## src/rtl/adder_scheduler_if.sv

```systemverilog
// Request/operand/result bundle shared between two requesters and the adder scheduler.
interface adder_scheduler_if #(
  parameter int BITS = 32
);
  logic                req0;
  logic                req1;
  logic [2*BITS-1:0]   a0;
  logic [2*BITS-1:0]   b0;
  logic [2*BITS-1:0]   a1;
  logic [2*BITS-1:0]   b1;
  logic                sub0;
  logic                sub1;
  logic                gnt0;
  logic                gnt1;
  logic                busy;
  logic                res_valid;
  logic                res_id;
  logic [2*BITS-1:0]   res;
  logic                res_cout;
  logic                res_ovf;

  modport master (
    output req0, req1, a0, b0, a1, b1, sub0, sub1,
    input  gnt0, gnt1, busy, res_valid, res_id, res, res_cout, res_ovf
  );

  modport slave (
    input  req0, req1, a0, b0, a1, b1, sub0, sub1,
    output gnt0, gnt1, busy, res_valid, res_id, res, res_cout, res_ovf
  );
endinterface

```

## src/rtl/adder_scheduler.sv

```systemverilog
// Two-requester add/sub engine: one BITS-wide ripple adder reused for the low
// and high halves of a 2*BITS operation, round-robin arbitration, one op per 4 cycles.
module adder_scheduler_rca #(
  parameter int BITS = 32
) (
  input  logic            i_cin,
  input  logic [BITS-1:0] i_a,
  input  logic [BITS-1:0] i_b,
  output logic [BITS-1:0] o_s,
  output logic            o_cout
);
  logic [BITS:0] w_c;

  assign w_c[0] = i_cin;

  for (genvar i = 0; i < BITS; i++) begin : g_fa
    assign o_s[i]   = i_a[i] ^ i_b[i] ^ w_c[i];
    assign w_c[i+1] = (i_a[i] & i_b[i]) | (w_c[i] & (i_a[i] ^ i_b[i]));
  end

  assign o_cout = w_c[BITS];
endmodule

module adder_scheduler #(
  parameter int BITS = 32
) (
  input  logic               clk,
  input  logic               rst_n,
  adder_scheduler_if.slave   bus
);
  localparam int W = 2 * BITS;

  typedef enum logic [1:0] {S_IDLE, S_LO, S_HI, S_DONE} state_t;

  state_t          r_state;
  state_t          w_next;

  logic            r_ptr;
  logic            r_id;
  logic            r_sub;
  logic [W-1:0]    r_a;
  logic [W-1:0]    r_b;
  logic [BITS-1:0] r_lo_sum;
  logic            r_lo_c;

  logic [W-1:0]    r_res;
  logic            r_res_id;
  logic            r_res_cout;
  logic            r_res_ovf;

  logic            w_any;
  logic            w_win;
  logic            w_cin;
  logic [BITS-1:0] w_add_a;
  logic [BITS-1:0] w_add_b;
  logic [BITS-1:0] w_sum;
  logic            w_cout;

  function automatic logic f_ovf(input logic a_msb, input logic b_msb, input logic s_msb);
    return (a_msb == b_msb) && (s_msb != a_msb);
  endfunction

  assign w_any = bus.req0 | bus.req1;
  // On a tie the requester not served last wins; otherwise the lone requester wins.
  assign w_win = (bus.req0 & bus.req1) ? ~r_ptr : bus.req1;

  always_ff @(posedge clk or negedge rst_n) begin
    if (!rst_n) r_state <= S_IDLE;
    else        r_state <= w_next;
  end

  always_comb begin
    w_next = r_state;
    unique case (r_state)
      S_IDLE:  if (w_any) w_next = S_LO;
      S_LO:    w_next = S_HI;
      S_HI:    w_next = S_DONE;
      S_DONE:  w_next = S_IDLE;
      default: w_next = S_IDLE;
    endcase
  end

  always_comb begin
    bus.gnt0      = 1'b0;
    bus.gnt1      = 1'b0;
    bus.busy      = (r_state != S_IDLE);
    bus.res_valid = (r_state == S_DONE);
    if (r_state == S_LO) begin
      bus.gnt0 = ~r_id;
      bus.gnt1 = r_id;
    end
  end

  // Word select for the shared adder: low half in LO, high half otherwise.
  always_comb begin
    w_add_a = r_a[BITS-1:0];
    w_add_b = r_b[BITS-1:0];
    w_cin   = r_sub;
    if (r_state == S_HI) begin
      w_add_a = r_a[W-1:BITS];
      w_add_b = r_b[W-1:BITS];
      w_cin   = r_lo_c;
    end
  end

  adder_scheduler_rca #(.BITS(BITS)) u_rca (
    .i_cin  (w_cin),
    .i_a    (w_add_a),
    .i_b    (w_add_b),
    .o_s    (w_sum),
    .o_cout (w_cout)
  );

  always_ff @(posedge clk or negedge rst_n) begin
    if (!rst_n) begin
      r_ptr      <= 1'b1;
      r_id       <= 1'b0;
      r_res      <= '0;
      r_res_id   <= 1'b0;
      r_res_cout <= 1'b0;
      r_res_ovf  <= 1'b0;
    end else begin
      if (r_state == S_IDLE && w_any) begin
        r_ptr <= w_win;
        r_id  <= w_win;
      end
      if (r_state == S_HI) begin
        r_res      <= {w_sum, r_lo_sum};
        r_res_id   <= r_id;
        r_res_cout <= w_cout;
        r_res_ovf  <= f_ovf(r_a[W-1], r_b[W-1], w_sum[BITS-1]);
      end
    end
  end

  // Operand and partial-sum registers carry data only and need no reset.
  always_ff @(posedge clk) begin
    if (r_state == S_IDLE && w_any) begin
      r_a   <= w_win ? bus.a1 : bus.a0;
      r_b   <= w_win ? (bus.sub1 ? ~bus.b1 : bus.b1) : (bus.sub0 ? ~bus.b0 : bus.b0);
      r_sub <= w_win ? bus.sub1 : bus.sub0;
    end
    if (r_state == S_LO) begin
      r_lo_sum <= w_sum;
      r_lo_c   <= w_cout;
    end
  end

  assign bus.res      = r_res;
  assign bus.res_id   = r_res_id;
  assign bus.res_cout = r_res_cout;
  assign bus.res_ovf  = r_res_ovf;
endmodule

```

## src/flat_wrapper.sv

```systemverilog
// flat-port wrapper written by rule: the top's interface ports become plain ports
module adder_scheduler_flat 
#(
  parameter int BITS = 32
)
  (clk, rst_n, bus_req0, bus_req1, bus_a0, bus_b0, bus_a1, bus_b1, bus_sub0, bus_sub1, bus_gnt0, bus_gnt1, bus_busy, bus_res_valid, bus_res_id, bus_res, bus_res_cout, bus_res_ovf);
  adder_scheduler_if #(.BITS(BITS)) bus_i ();
  input  logic clk;
  input  logic rst_n;
  input wire logic [$bits(bus_i.req0)-1:0] bus_req0;
  input wire logic [$bits(bus_i.req1)-1:0] bus_req1;
  input wire logic [$bits(bus_i.a0)-1:0] bus_a0;
  input wire logic [$bits(bus_i.b0)-1:0] bus_b0;
  input wire logic [$bits(bus_i.a1)-1:0] bus_a1;
  input wire logic [$bits(bus_i.b1)-1:0] bus_b1;
  input wire logic [$bits(bus_i.sub0)-1:0] bus_sub0;
  input wire logic [$bits(bus_i.sub1)-1:0] bus_sub1;
  output wire logic [$bits(bus_i.gnt0)-1:0] bus_gnt0;
  output wire logic [$bits(bus_i.gnt1)-1:0] bus_gnt1;
  output wire logic [$bits(bus_i.busy)-1:0] bus_busy;
  output wire logic [$bits(bus_i.res_valid)-1:0] bus_res_valid;
  output wire logic [$bits(bus_i.res_id)-1:0] bus_res_id;
  output wire logic [$bits(bus_i.res)-1:0] bus_res;
  output wire logic [$bits(bus_i.res_cout)-1:0] bus_res_cout;
  output wire logic [$bits(bus_i.res_ovf)-1:0] bus_res_ovf;
  assign bus_i.req0 = bus_req0;
  assign bus_i.req1 = bus_req1;
  assign bus_i.a0 = bus_a0;
  assign bus_i.b0 = bus_b0;
  assign bus_i.a1 = bus_a1;
  assign bus_i.b1 = bus_b1;
  assign bus_i.sub0 = bus_sub0;
  assign bus_i.sub1 = bus_sub1;
  assign bus_gnt0 = bus_i.gnt0;
  assign bus_gnt1 = bus_i.gnt1;
  assign bus_busy = bus_i.busy;
  assign bus_res_valid = bus_i.res_valid;
  assign bus_res_id = bus_i.res_id;
  assign bus_res = bus_i.res;
  assign bus_res_cout = bus_i.res_cout;
  assign bus_res_ovf = bus_i.res_ovf;
  adder_scheduler #(.BITS(BITS)) u_core (.clk(clk), .rst_n(rst_n), .bus(bus_i));
endmodule
```

## config.mk

```make
export PLATFORM = sky130hd
export DESIGN_NAME = adder_scheduler_flat
export DESIGN_NICKNAME = d
export VERILOG_FILES = /design/src/rtl/adder_scheduler_if.sv /design/src/rtl/adder_scheduler.sv /design/src/flat_wrapper.sv
export SDC_FILE = /design/constraint.sdc
export NUM_CORES = 1
export LEC_CHECK = 0
export ABC_AREA = 1
export BUFFER_PORTS_ARGS = -buffer_cell sky130_fd_sc_hd__buf_2
export CAP_MARGIN = 40
export CORE_ASPECT_RATIO = 2
export CORE_UTILIZATION = 30
export CTS_CLUSTER_DIAMETER = 100
export DETAILED_ROUTE_END_ITERATION = 10
export PLACE_DENSITY = 0.55
export SYNTH_ARGS = -nofsm -noshare
export SYNTH_HDL_FRONTEND = slang
export SYNTH_HIERARCHICAL = 1
export SYNTH_SLANG_ARGS = --single-unit
```

## constraint.sdc

```tcl
create_clock -name clk -period 37.2 [get_ports clk]
set_input_delay 3.72 -clock clk [delete_from_list [all_inputs] [get_ports clk]]
set_output_delay 3.72 -clock clk [all_outputs]
set_load 0.05 [all_outputs]
```

After elaboration in Yosys (flattened, before gate mapping)
Cells that the tools add are included.

Output and inout port bits: 71. Input port bits: 262. Register bits: 233.

Bitwise logic cells: 166. Mux-type cells: 13. Equality and inequality tests: 6. Reductions and logical operators: 4.

Operator list (number): $mux W64 (4); $not A64 Y64 (2); $and A1 B1 Y1 (65); $mux W32 (2); $xor A1 B1 Y1 (64); $or A1 B1 Y1 (33); $pmux W2 S4 (1); $mux W1 (5); $eq A2 B2 Y1 const B (2); $eq A2 B1 Y1 const B (1); $logic_and A1 B1 Y1 (2); $logic_not A2 Y1 (1); $mux W2 (1); $ne A2 B1 Y1 const B (1); $not A1 Y1 (2); $reduce_bool A2 Y1 (1); $eq A1 B1 Y1 (1); $ne A1 B1 Y1 (1).

Longest topological paths before layout
Gate-level depths: netlist of the first run.

Depth after elaboration: 68. Depth in mapped cells: 49. Mapped depth without buffers: 46.

Modules after synthesis
The synthesis of the first run kept the hierarchy.

By module, submodules not included: adder_scheduler (times used 1, cells each 1319, area an instance 11497.3 µm²); adder_scheduler_rca (times used 1, cells each 42, area an instance 678.2 µm²).

Worst setup path before layout of the first run
No wires, ideal clock.

Path type: register to register. From: register u_core.r_state[0]. To: register u_core.r_res_ovf, in the netlist u_core/bus.res_ovf. Slack: 23.427 ns. Path buffers: 3. Cell stages (with the launch flop): 50. Arrival time: 13.655 ns. Cells stage by stage: dfrtp_1 -> inv_1 -> ha_1 -> buf_2 -> inv_2 -> buf_4 -> buf_2 -> nand2_1 -> nand2_1 -> fa_1 -> fa_1 -> fa_1 -> fa_1 -> fa_1 -> fa_1 -> fa_1 -> fa_1 -> fa_1 -> (+14 left out) -> fa_1 -> fa_1 -> fa_1 -> fa_1 -> fa_1 -> fa_1 -> fa_1 -> fa_1 -> fa_1 -> fa_1 -> inv_1 -> fa_1 -> inv_1 -> inv_1 -> nand3_1 -> nand2_1 -> nand2_1 -> nand2_1.

Elaborated cells on any way between the ends: 132. Those cells by class: eq/ne: 2; mux: 3; bitwise: 126; reduce/logical: 1.

RTL lines: from (decl) (RTL line adder_scheduler.sv:35) `state_t r_state;`; from (signal assigned) (RTL line adder_scheduler.sv:69) `else r_state <= w_next;`; $eq A2 B2 Y1 (RTL line adder_scheduler.sv:99) `if (r_state == S_HI) begin`; $mux W1 (RTL line adder_scheduler.sv:99); named net u_core.w_cin (RTL line adder_scheduler.sv:53) `logic w_cin;`; $and A1 B1 Y1 (RTL line adder_scheduler.sv:18) `assign w_c[i+1] = (i_a[i] & i_b[i]) | (w_c[i] & (i_a[i] ^ i_b[i]));`; $or A1 B1 Y1 (RTL line adder_scheduler.sv:18); $and A1 B1 Y1 (RTL line adder_scheduler.sv:18); $or A1 B1 Y1 (RTL line adder_scheduler.sv:18); $and A1 B1 Y1 (RTL line adder_scheduler.sv:18); (+53 left out); $and A1 B1 Y1 (RTL line adder_scheduler.sv:18); $or A1 B1 Y1 (RTL line adder_scheduler.sv:18); $and A1 B1 Y1 (RTL line adder_scheduler.sv:18); $or A1 B1 Y1 (RTL line adder_scheduler.sv:18); $xor A1 B1 Y1 (RTL line adder_scheduler.sv:17) `assign o_s[i] = i_a[i] ^ i_b[i] ^ w_c[i];`; named net u_core.w_sum[31] (RTL line adder_scheduler.sv:56) `logic [BITS-1:0] w_sum;`; $ne A1 B1 Y1 (RTL line adder_scheduler.sv:60) `return (a_msb == b_msb) && (s_msb != a_msb);`; $logic_and A1 B1 Y1 (RTL line adder_scheduler.sv:60); to (signal assigned) (RTL line adder_scheduler.sv:131) `r_res_ovf <= f_ovf(r_a[W-1], r_b[W-1], w_sum[BITS-1]);`; to (decl) (RTL line adder_scheduler.sv:49) `logic r_res_ovf;`.

The timed path passes the listed nets, and every way through them passes these cells. A chain may end at the register's enable or synchronous reset.

Worst setup path after layout of the first run
Ends and elaborated chain as after synthesis.

==> qor.csv, run 1 <==
stage;metric;value;unit
global_routing;grt_use_total;16.1;%
synth;synth_fa_ha_area_share;5.78;%
clocking;cts_tree;yes;
critical_path;r2r_end;u_core/bus.res_ovf;
power;pwr-share-comb;47.9;%
power;sw_frac_of_total;44.4;%
synth;synth_top_area_share;40.0;%
timing;slew-limit-headroom;41.2;%
synth;yosys.area.top_type;edfxtp_1;
clocking;cts_root_buf;clkbuf_16;
floorplanning;io_pins;333;
synth;ys_warn_count;6;
floorplanning;initial_utilization;30.4;%
layout;layoutNonFillerInstCount;2194;
min_path;whs_path_depth;2;
timing;fin_setup_tns;0;ns
synth;synthXorXnorAreaFrac;4.60;%
clocking;cts_made_buffers;21;
timing;rsz0062_at_grt;false;
layout;area_growth;22.6;%
run_status;status;completed;
critical_path;criticalPathCategory;register to register;
critical_path;r2r-start;u_core/r_state[0];
layout;n_fill_cell;4218;
synth;netlist_area;0.0122;sq mm
global_routing;grt_pass1_vias;8965;
critical_path;cp_max_fo;43;
drt;drtIter0Drc;424;
clocking;cts_resized;0;
floorplanning;die_x;144;um
critical_path;r2r_cells;46;
critical_path;critical_path.startpoint_type;register;
flow_run;drv_cap;0;
critical_path;slowest_stage;ha_4;
power;switching_power;0.000581;W
timing;setup_viol;0;
power;pwr-share-clk;16.3;%
place;routabilityCongestion;0.785;
drt;drt-pass1-iter-count;4;
critical_path;crit_required;37.60;ns
clocking;htree_levels;1;
clocking;cts_hold_buffers;0;
layout;fin_nets;1949;
timing;tightest_slew;0.883;ns
min_path;hp-start;u_core/r_lo_sum[9];
critical_path;end_kind;register;
drt;wl;33.5;mm
layout;final_cell_mix;790 x nand2_1, 329 x buf_2, 162 x edfxtp_1, 70 x dfrtp_1, 66 x nand3_1;
floorplanning;die_y;287;um
critical_path;cp.arrival;15.14;ns
place;dpl_cell_area;0.0143;sq mm
layout;final_layout_size_suffix_gt1_share;25.7;%
synth;synth_compound_area_share;0.247;%
drt;drc;0;
power;ir_drop;0.0000300;V
timing;fmax;67.8;MHz
power;p_int;0.000728;W
drt;wl_met3;1.26;mm
timing;fin_crit_sh;39.6;%
floorplanning;core;0.0401;sq mm
synth;synth_mux_area_share;0;%
power;p_leak;7.39;nW
timing;fin_crit;14.74;ns
drt;wl_met1;14.0;mm
global_routing;antenna_found_initial;1;
clocking;path_clk_slew;0.07;ns
clocking;post_cts_buffers;0;
drt;vias;9415;
drt;drtAntennaViolNets;0;
global_routing;grt_pass1_wl;50.1;mm
synth;ys_ff_latch;233;
layout;layout_commonest_cell;nand2_1;
clocking;insertion_delay;0.51;ns
power;p_total;0.00131;W
place;place_inst;2157;
power;power_density;87.7;mW/mm^2
clocking;cts_buffer_depth;3;
floorplanning;rows;104;
clocking;clkSinkCount;233;
synth;synth_nets;1660;
critical_path;reg2reg_slack;22.46;ns
synth;yosys.area_share.simple;30.5;%
drt;routedWlPerCell;15.3;um
timing;slew_viol_final;0;
drt;route.met2.wl;17.4;mm
min_path;hold_end;u_core/bus.res[9];
timing;hold_viol_final;0;
drt;top_layer;met4;
synth;yosys-top-cells-area;edfxtp_1 40%, nand2_1 24%, dfrtp_1 14%;
synth;seq_area_frac_synth;54.6;%
min_path;hold_path_class;register to register;
layout;fin_util;37.3;%
synth;synthCells;1361;
drt;drt-vias-per-instance;4.29;
place;numPortBuffers;332;
critical_path;cp_common_cell;fa_1;
power;seqPwrFrac;35.8;%
synth;synth_cell_types;21;
critical_path;slowest_delay;0.47;ns
global_routing;grt_max_degree;86;
synth;synth_top_family_by_area;simple AND/OR/NAND/NOR gates;
timing;fin_worst_skew;0.00952;ns
layout;final_area;0.0149;sq mm
synth;postSynthAreaPerCell;8.95;sq um
place;post-dp-hpwl;25.1;mm
global_routing;grt_overflow;0;
floorplanning;die_area;0.0414;sq mm
sequential cells by signal (all words and copies together), names as in the netlist:
| register | flops |
|---|---|
| u_core/bus.res | 64 |
| u_core/r_a | 64 |
| u_core/r_b | 64 |
| u_core/r_lo_sum | 32 |
| u_core/r_state | 2 |
| u_core/bus.res_cout | 1 |
| u_core/bus.res_id | 1 |
| u_core/bus.res_ovf | 1 |
| u_core/r_id | 1 |
| u_core/r_lo_c | 1 |
| u_core/r_ptr | 1 |
| u_core/r_sub | 1 |
Yosys cell counts:
cell,count
nand2_1,790
edfxtp_1,162
dfrtp_1,70
nand3_1,66
xor2_1,64
or2_2,48
buf_2,43
fa_1,32
inv_1,17
clkbuf_1,15
or2_1,12
buf_6,10
buf_4,8
o21ai_0,6
ha_1,5
or2_0,4
nor2_1,3
clkbuf_2,2
inv_2,2
dfstp_2,1
nand2_2,1
power by group through the flow:
stage / Clock, W / Combinational [W] / Sequential, W
detailed placement: 0 / 0.000641 / 0.000477
floorplan: 0 / 0.000322 / 0.000587
global placement: 0 / 0.000622 / 0.000476
CTS: 0.000221 / 0.000641 / 0.000472
global route: 0.000230 / 0.000703 / 0.000479
finish: 0.000213 / 0.000627 / 0.000469
critical path, delay by kind of cell, from the launching register on:
kind | cells | cell delay, ns
fa+ha+maj | 33 | 13.06
simple gates | 6 | 0.39
flops | 1 | 0.41
buf+inv | 7 | 0.72
metrics by stage:
step	worst slack, ns	hold WS, ns
after CTS	22.37	0.450
after global placement	22.11	0.430
after detailed placement	22.38	0.431
after global routing	21.85	0.454
final	22.46	0.443
after floorplan	23.43	0.426
metal layers:
metal  vias to the layer above  global-route usage [%]
met2                       237                    28.7
met5                         -                       0
met4                         0                    5.47
li1                       4840                       -
met3                        35                    1.55
met1                      4303                    20.1
cell type report:
class                   instances  area, sq um  area share, %
clock inverters                13          121          0.813
repair buffers                344         1860           12.5
clock buffers                  23          533           3.57
multi-input cells            1031         5030           33.7
diodes                          1         2.50         0.0168
well taps                     530          663           4.44
inverters                      19         81.3          0.545
flip-flops and latches        233         6640           44.5
worst max path at each step:
stage                                 start            endpoint  cells past startpoint
after floorplan           u_core/r_state[0]  u_core/bus.res_ovf                     49
after global placement    u_core/r_state[0]  u_core/bus.res_ovf                     46
after detailed placement  u_core/r_state[0]  u_core/bus.res_ovf                     46
after CTS                 u_core/r_state[0]  u_core/bus.res_ovf                     46
after global routing      u_core/r_state[0]  u_core/bus.res_ovf                     46
final                     u_core/r_state[0]  u_core/bus.res_ovf                     46
cell families after synthesis:
family	after synthesis
buffers and inverters	97
and+or+nand+nor	924
AOI/OAI and AO/OA	6
DFF	233
xor gates and xnor gates	64
adders and majority gates	37
Note: power is estimated with default switching activity, not from simulation.
==> inputs of run 2 (changes only) <==
- clock period: 37.2 -> 15.2 ns (I/O delays scaled with it)
==> run 2 against run 1 <==
Wire length rose by 0.57%. Core utilization rose by 0.22 points. Cell area rose by 0.58%. Non-clock buffer count rose by 1. Sequential share of layout area fell by 0.26 points. Final cell count rose by 0.27%. Global-route usage rose by 0.22 points. Clock skew fell by 0.0030 ns. Setup slack got worse by 22 ns. Critical path type unchanged. Critical endpoint unchanged. Largest cell class unchanged.
==> qor.csv, run 2 (same netlist as run 1, synthesis figures left out) <==
stage;metric;value;unit;change
layout;fin_nets;1951;;was 1949
global_routing;grt_use_total;16.4;%;was 16.1%
clocking;cts_resized;0;;unchanged
layout;area_growth;23.3;%;was 22.6%
critical_path;slowest_delay;0.46;ns;was 0.47 ns
floorplanning;io_pins;333;;unchanged
timing;fin_crit_sh;94.2;%;was 39.6%
clocking;cts_made_buffers;22;;was 21
place;numPortBuffers;332;;unchanged
critical_path;cp_max_fo;10;;was 43
clocking;path_clk_slew;0.07;ns;about the same
timing;slew-limit-headroom;41.5;%;was 41.2%
power;p_leak;7.43;nW;was 7.39 nW
timing;setup_viol;0;;unchanged
critical_path;cp.arrival;14.72;ns;was 15.14 ns
global_routing;grt_pass1_wl;50.8;mm;was 50.1 mm
floorplanning;initial_utilization;30.4;%;unchanged
run_status;status;completed;;unchanged
critical_path;slowest_stage;fa_1;;was ha_4
power;power_density;217;mW/mm^2;was 87.7 mW/mm^2
floorplanning;die_x;144;um;unchanged
timing;tightest_slew;0.878;ns;was 0.883 ns
floorplanning;die_y;287;um;unchanged
drt;drt-vias-per-instance;4.29;;about the same
place;routabilityCongestion;0.800;;was 0.785
timing;fin_worst_skew;0.00655;ns;was 0.00952 ns
timing;fin_crit;14.31;ns;was 14.74 ns
clocking;cts_buffer_depth;3;;unchanged
timing;slew_viol_final;0;;unchanged
timing;hold_viol_final;0;;unchanged
layout;final_cell_mix;790 x nand2_1, 329 x buf_2, 162 x edfxtp_1, 70 x dfrtp_1, 66 x nand3_1;;unchanged
place;dpl_cell_area;0.0143;sq mm;about the same
layout;final_layout_size_suffix_gt1_share;26.0;%;was 25.7%
timing;fmax;69.9;MHz;was 67.8 MHz
min_path;hold_path_class;register to register;;unchanged
drt;drtAntennaViolNets;0;;unchanged
clocking;insertion_delay;0.52;ns;was 0.51 ns
floorplanning;core;0.0401;sq mm;unchanged
clocking;cts_hold_buffers;0;;unchanged
floorplanning;rows;104;;unchanged
clocking;cts_tree;yes;;unchanged
layout;final_area;0.0150;sq mm;was 0.0149 sq mm
flow_run;drv_cap;0;;unchanged
global_routing;grt_pass1_vias;9175;;was 8965
critical_path;crit_required;15.61;ns;was 37.60 ns
drt;wl;33.7;mm;was 33.5 mm
critical_path;end_kind;register;;unchanged
critical_path;cp_common_cell;fa_1;;unchanged
global_routing;grt_max_degree;86;;unchanged
drt;vias;9444;;was 9415
floorplanning;die_area;0.0414;sq mm;unchanged
clocking;post_cts_buffers;0;;unchanged
clocking;cts_root_buf;clkbuf_16;;unchanged
drt;drtIter0Drc;487;;was 424
clocking;htree_levels;1;;unchanged
layout;fin_util;37.5;%;was 37.3%
critical_path;criticalPathCategory;register to register;;unchanged
timing;rsz0062_at_grt;false;;unchanged
layout;layout_commonest_cell;nand2_1;;unchanged
power;ir_drop;0.000114;V;was 0.0000300 V
clocking;clkSinkCount;233;;unchanged
drt;drt-pass1-iter-count;5;;was 4
place;post-dp-hpwl;25.3;mm;was 25.1 mm
global_routing;antenna_found_initial;2;;was 1
timing;fin_setup_tns;0;ns;unchanged
critical_path;critical_path.startpoint_type;register;;unchanged
timing;timing.hold.ws;0.445;ns;was 0.443 ns
global_routing;grt_overflow;0;;unchanged
drt;routedWlPerCell;15.3;um;about the same
drt;drc;0;;unchanged
[run 2: worst max-delay path: cells and delay by family (launching register included)]
family | cells | cell delay [ns]
adders and majority gates | 33 | 12.87
buffers and inverters | 7 | 0.56
DFF | 1 | 0.42
and+or+nand+nor | 6 | 0.34
[run 2: worst paths after layout]
check	start	end	slack, ns	cells after the start
setup / recovery	u_core/r_state[0]	u_core/bus.res_ovf	0.89	46
hold / removal	u_core/r_lo_sum[10]	u_core/bus.res[10]	0.44	2
setup reg to reg	u_core/r_state[0]	u_core/bus.res_ovf	0.89	46
hold reg to reg	u_core/r_lo_sum[10]	u_core/bus.res[10]	0.44	2
max in group asynchronous	rst_n	u_core/r_ptr	13.64	3
min in group asynchronous	rst_n	u_core/bus.res[17]	0.82	1
[run 2: metrics by stage]
step	setup WS, ns	power (W)	instances
finish	0.887	0.00326	2200
global route	0.308	0.00352	2200
CTS	0.809	0.00333	2198
detailed placement	0.821	0.00274	2158
global placement	0.948	0.00269	2154
floorplan	1.43	0.00223	1361
[run 2: layer usage]
metal	track usage (%)	routed length, um	share of wire [%]
met1	19.8	14000	42
met2	29.5	17600	52
met3	1.35	1100	3.2
met4	6.34	1060	3.1
met5	0	0	0
[run 2: final cells by class]
type | count | area, sq um
fill | 4255 | 25100
sequential | 233 | 6640
multi-input combinational | 1031 | 5030
timing repair buffer | 345 | 1840
tap | 530 | 663
clock buffer | 26 | 587
clock inverter | 14 | 171
inverter | 19 | 81.3
antenna | 2 | 5.00
[run 2: power by group]
group	internal [W]	switching, W
Clock	0.000345	0.000238
Combinational	0.000450	0.00109
Sequential	0.00104	0.0000970
==> inputs of run 3 (changes only) <==
- CORE_ASPECT_RATIO: 2 -> not set
==> run 3 against run 2 <==
Power increased by 1.4%. Clock power shrank 0.9%. Register-to-register slack worse by 0.09 ns. Largest power group unchanged. Combinational power increased by 3%. Sequential share of layout area is 0.099 points lower. Critical path depth unchanged.
==> qor.csv, run 3 (same netlist as run 1, synthesis figures left out) <==
stage;metric;value;unit;change
drt;drtIter0Drc;558;;was 487
drt;routedWlPerCell;15.4;um;was 15.3 um
clocking;cts_root_buf;clkbuf_16;;unchanged
run_status;status;completed;;unchanged
power;ir_drop;0.000123;V;was 0.000114 V
timing;fmax;69.4;MHz;was 69.9 MHz
layout;final_cell_mix;790 x nand2_1, 329 x buf_2, 162 x edfxtp_1, 70 x dfrtp_1, 66 x nand3_1;;unchanged
global_routing;antenna_found_initial;1;;was 2
critical_path;crit_required;15.60;ns;was 15.61 ns
critical_path;slowest_delay;0.44;ns;was 0.46 ns
timing;fin_setup_tns;0;ns;unchanged
layout;area_growth;23.6;%;was 23.3%
global_routing;grt_use_total;16.0;%;was 16.4%
place;place_inst;2152;;was 2158
drt;vias;9414;;was 9444
global_routing;grt_use_met2;24.9;%;was 29.5%
critical_path;crit_family;adder cells;;unchanged
layout;fin_util;37.7;%;was 37.5%
power;p_leak;7.46;nW;was 7.43 nW
place;routabilityCongestion;0.801;;was 0.800
clocking;clkSinkCount;233;;unchanged
global_routing;grt_pass1_wl;51.5;mm;was 50.8 mm
floorplanning;die_y;203;um;was 287 um
timing;fin_crit;14.40;ns;was 14.31 ns
floorplanning;io_pins;333;;unchanged
timing;rsz0062_at_grt;false;;unchanged
floorplanning;core;0.0399;sq mm;was 0.0401 sq mm
layout;final_layout_size_suffix_gt1_share;26.0;%;about the same
critical_path;criticalPathCategory;register to register;;unchanged
timing;slew_viol_final;0;;unchanged
critical_path;crit_buf_inv;7;;unchanged
clocking;cts_resized;0;;unchanged
layout;fin_nets;1953;;was 1951
critical_path;critical_path.startpoint_type;register;;unchanged
global_routing;top_usage_layer;met2;;unchanged
floorplanning;initial_utilization;30.5;%;was 30.4%
layout;n_fill_cell;4055;;was 4255
drt;drtAntennaViolNets;0;;unchanged
drt;wl;33.9;mm;was 33.7 mm
flow_run;drv_cap;0;;unchanged
global_routing;grt_pass1_vias;8969;;was 9175
clocking;cts_tree;yes;;unchanged
global_routing;grt_overflow;0;;unchanged
min_path;hold_path_class;register to register;;unchanged
critical_path;end_kind;register;;unchanged
critical_path;cp_max_fo;19;;was 10
floorplanning;die_area;0.0414;sq mm;about the same
power;sw_frac_of_total;44.2;%;was 43.6%
layout;multi_input_area;0.00503;sq mm;unchanged
clocking;htree_levels;1;;unchanged
timing;tightest_slew;0.853;ns;was 0.878 ns
layout;antenna_cells;0;;was 2
floorplanning;rows;73;;was 104
critical_path;slowest_stage;fa_1;;unchanged
global_routing;use_met3;2.01;%;was 1.35%
power;pwr-share-clk;17.5;%;was 17.9%
critical_path;cp.arrival;14.80;ns;was 14.72 ns
clocking;cts_made_buffers;25;;was 22
clocking;cts_hold_buffers;0;;unchanged
timing;hold_viol_final;0;;unchanged
critical_path;cp_common_cell;fa_1;;unchanged
drt;drt-vias-per-instance;4.28;;was 4.29
timing;fin_crit_sh;94.7;%;was 94.2%
layout;regArea;0.00664;sq mm;unchanged
timing;fin_ws;0.800;ns;was 0.887 ns
power;power_density;220;mW/mm^2;was 217 mW/mm^2
floorplanning;die_x;203;um;was 144 um
timing;slew-limit-headroom;43.1;%;was 41.5%
power;seqPwrFrac;34.6;%;was 35.0%
global_routing;met1_usage;24.0;%;was 19.8%
clocking;insertion_delay;0.51;ns;was 0.52 ns
power;p_int;0.00185;W;was 0.00184 W
layout;layout_commonest_cell;nand2_1;;unchanged
layout;layoutNonFillerInstCount;2197;;was 2200
place;numPortBuffers;332;;unchanged
drt;drt-pass1-iter-count;5;;unchanged
drt;drc;0;;unchanged
timing;fin_worst_skew;0.0134;ns;was 0.00655 ns
power;switching_power;0.00146;W;was 0.00142 W
global_routing;grt_max_degree;121;;was 86
place;post-dp-hpwl;25.2;mm;was 25.3 mm
timing;timing.hold.ws;0.434;ns;was 0.445 ns
clocking;cts_buffer_depth;3;;unchanged
power;pwr-share-comb;47.9;%;was 47.2%
place;post-place-ws;0.859;ns;was 0.821 ns
timing;setup_viol;0;;unchanged
clocking;post_cts_buffers;0;;unchanged
clocking;path_clk_slew;0.06;ns;was 0.07 ns
==> run 3: changes by cell type in the layout (fill, tap and decap cells not counted) <==
cell | previous run | this run
clkbuf_1 | 3 | 10
clkbuf_8 | 0 | 6
bufinv_16 | 4 | 0
clkinv_1 | 4 | 0
buf_4 | 12 | 9
clkbuf_16 | 23 | 26
buf_12 | 1 | 3
diode_2 | 2 | 0
clkinv_2 | 4 | 3
clkinvlp_4 | 1 | 0
inv_6 | 2 | 1
==> run 3: worst paths after layout <==
check / startpoint / endpoint / slack, ns / depth (start not counted)
min in group asynchronous: rst_n / u_core/bus.res[8] / 0.89 / 1
max in group asynchronous: rst_n / u_core/r_ptr / 13.71 / 2
max reg2reg: u_core/r_state[0] / u_core/bus.res_ovf / 0.80 / 46
max: u_core/r_state[0] / u_core/bus.res_ovf / 0.80 / 46
min reg2reg: u_core/r_lo_sum[18] / u_core/bus.res[18] / 0.43 / 2
min: u_core/r_lo_sum[18] / u_core/bus.res[18] / 0.43 / 2
==> run 3: power groups by stage <==
stage | clock, W | sequential, W | combinational (W)
final | 0.000578 | 0.00114 | 0.00158
after global routing | 0.000620 | 0.00117 | 0.00176
after CTS | 0.000597 | 0.00115 | 0.00161
after detailed placement | 0 | 0.00116 | 0.00161
after global placement | 0 | 0.00116 | 0.00157
after floorplan | 0 | 0.00144 | 0.000788
==> run 3: worst reg2reg max path, delay by kind of cell (launching register included) <==
family | cells | cell delay, ns
simple gates | 6 | 0.37
flops | 1 | 0.41
buf+inv | 7 | 0.64
fa+ha+maj | 33 | 12.89
==> run 3: metrics by stage <==
step           area (sq um)  total power, W
3_3_place_gp          14100         0.00272
3_5_place_dp          14300         0.00277
6_report              15100         0.00331
4_1_cts               15100         0.00336
5_1_grt               15100         0.00355
2_1_floorplan         12200         0.00223
==> run 3: metal layers <==
metal | wire (um) | share of wire [%]
met3 | 1340 | 3.9
met1 | 16900 | 50
met2 | 15200 | 45
met5 | 17 | 0.050
met4 | 385 | 1.1
==> run 3: layout make-up <==
cell class / instances / area share [%]
clock buffers: 42 / 5.12
clock inverters: 3 / 0.0998
inverters: 19 / 0.540
multi-input cells: 1031 / 33.4
flip-flops and latches: 233 / 44.1
well taps: 525 / 4.36
repair buffers: 344 / 12.3
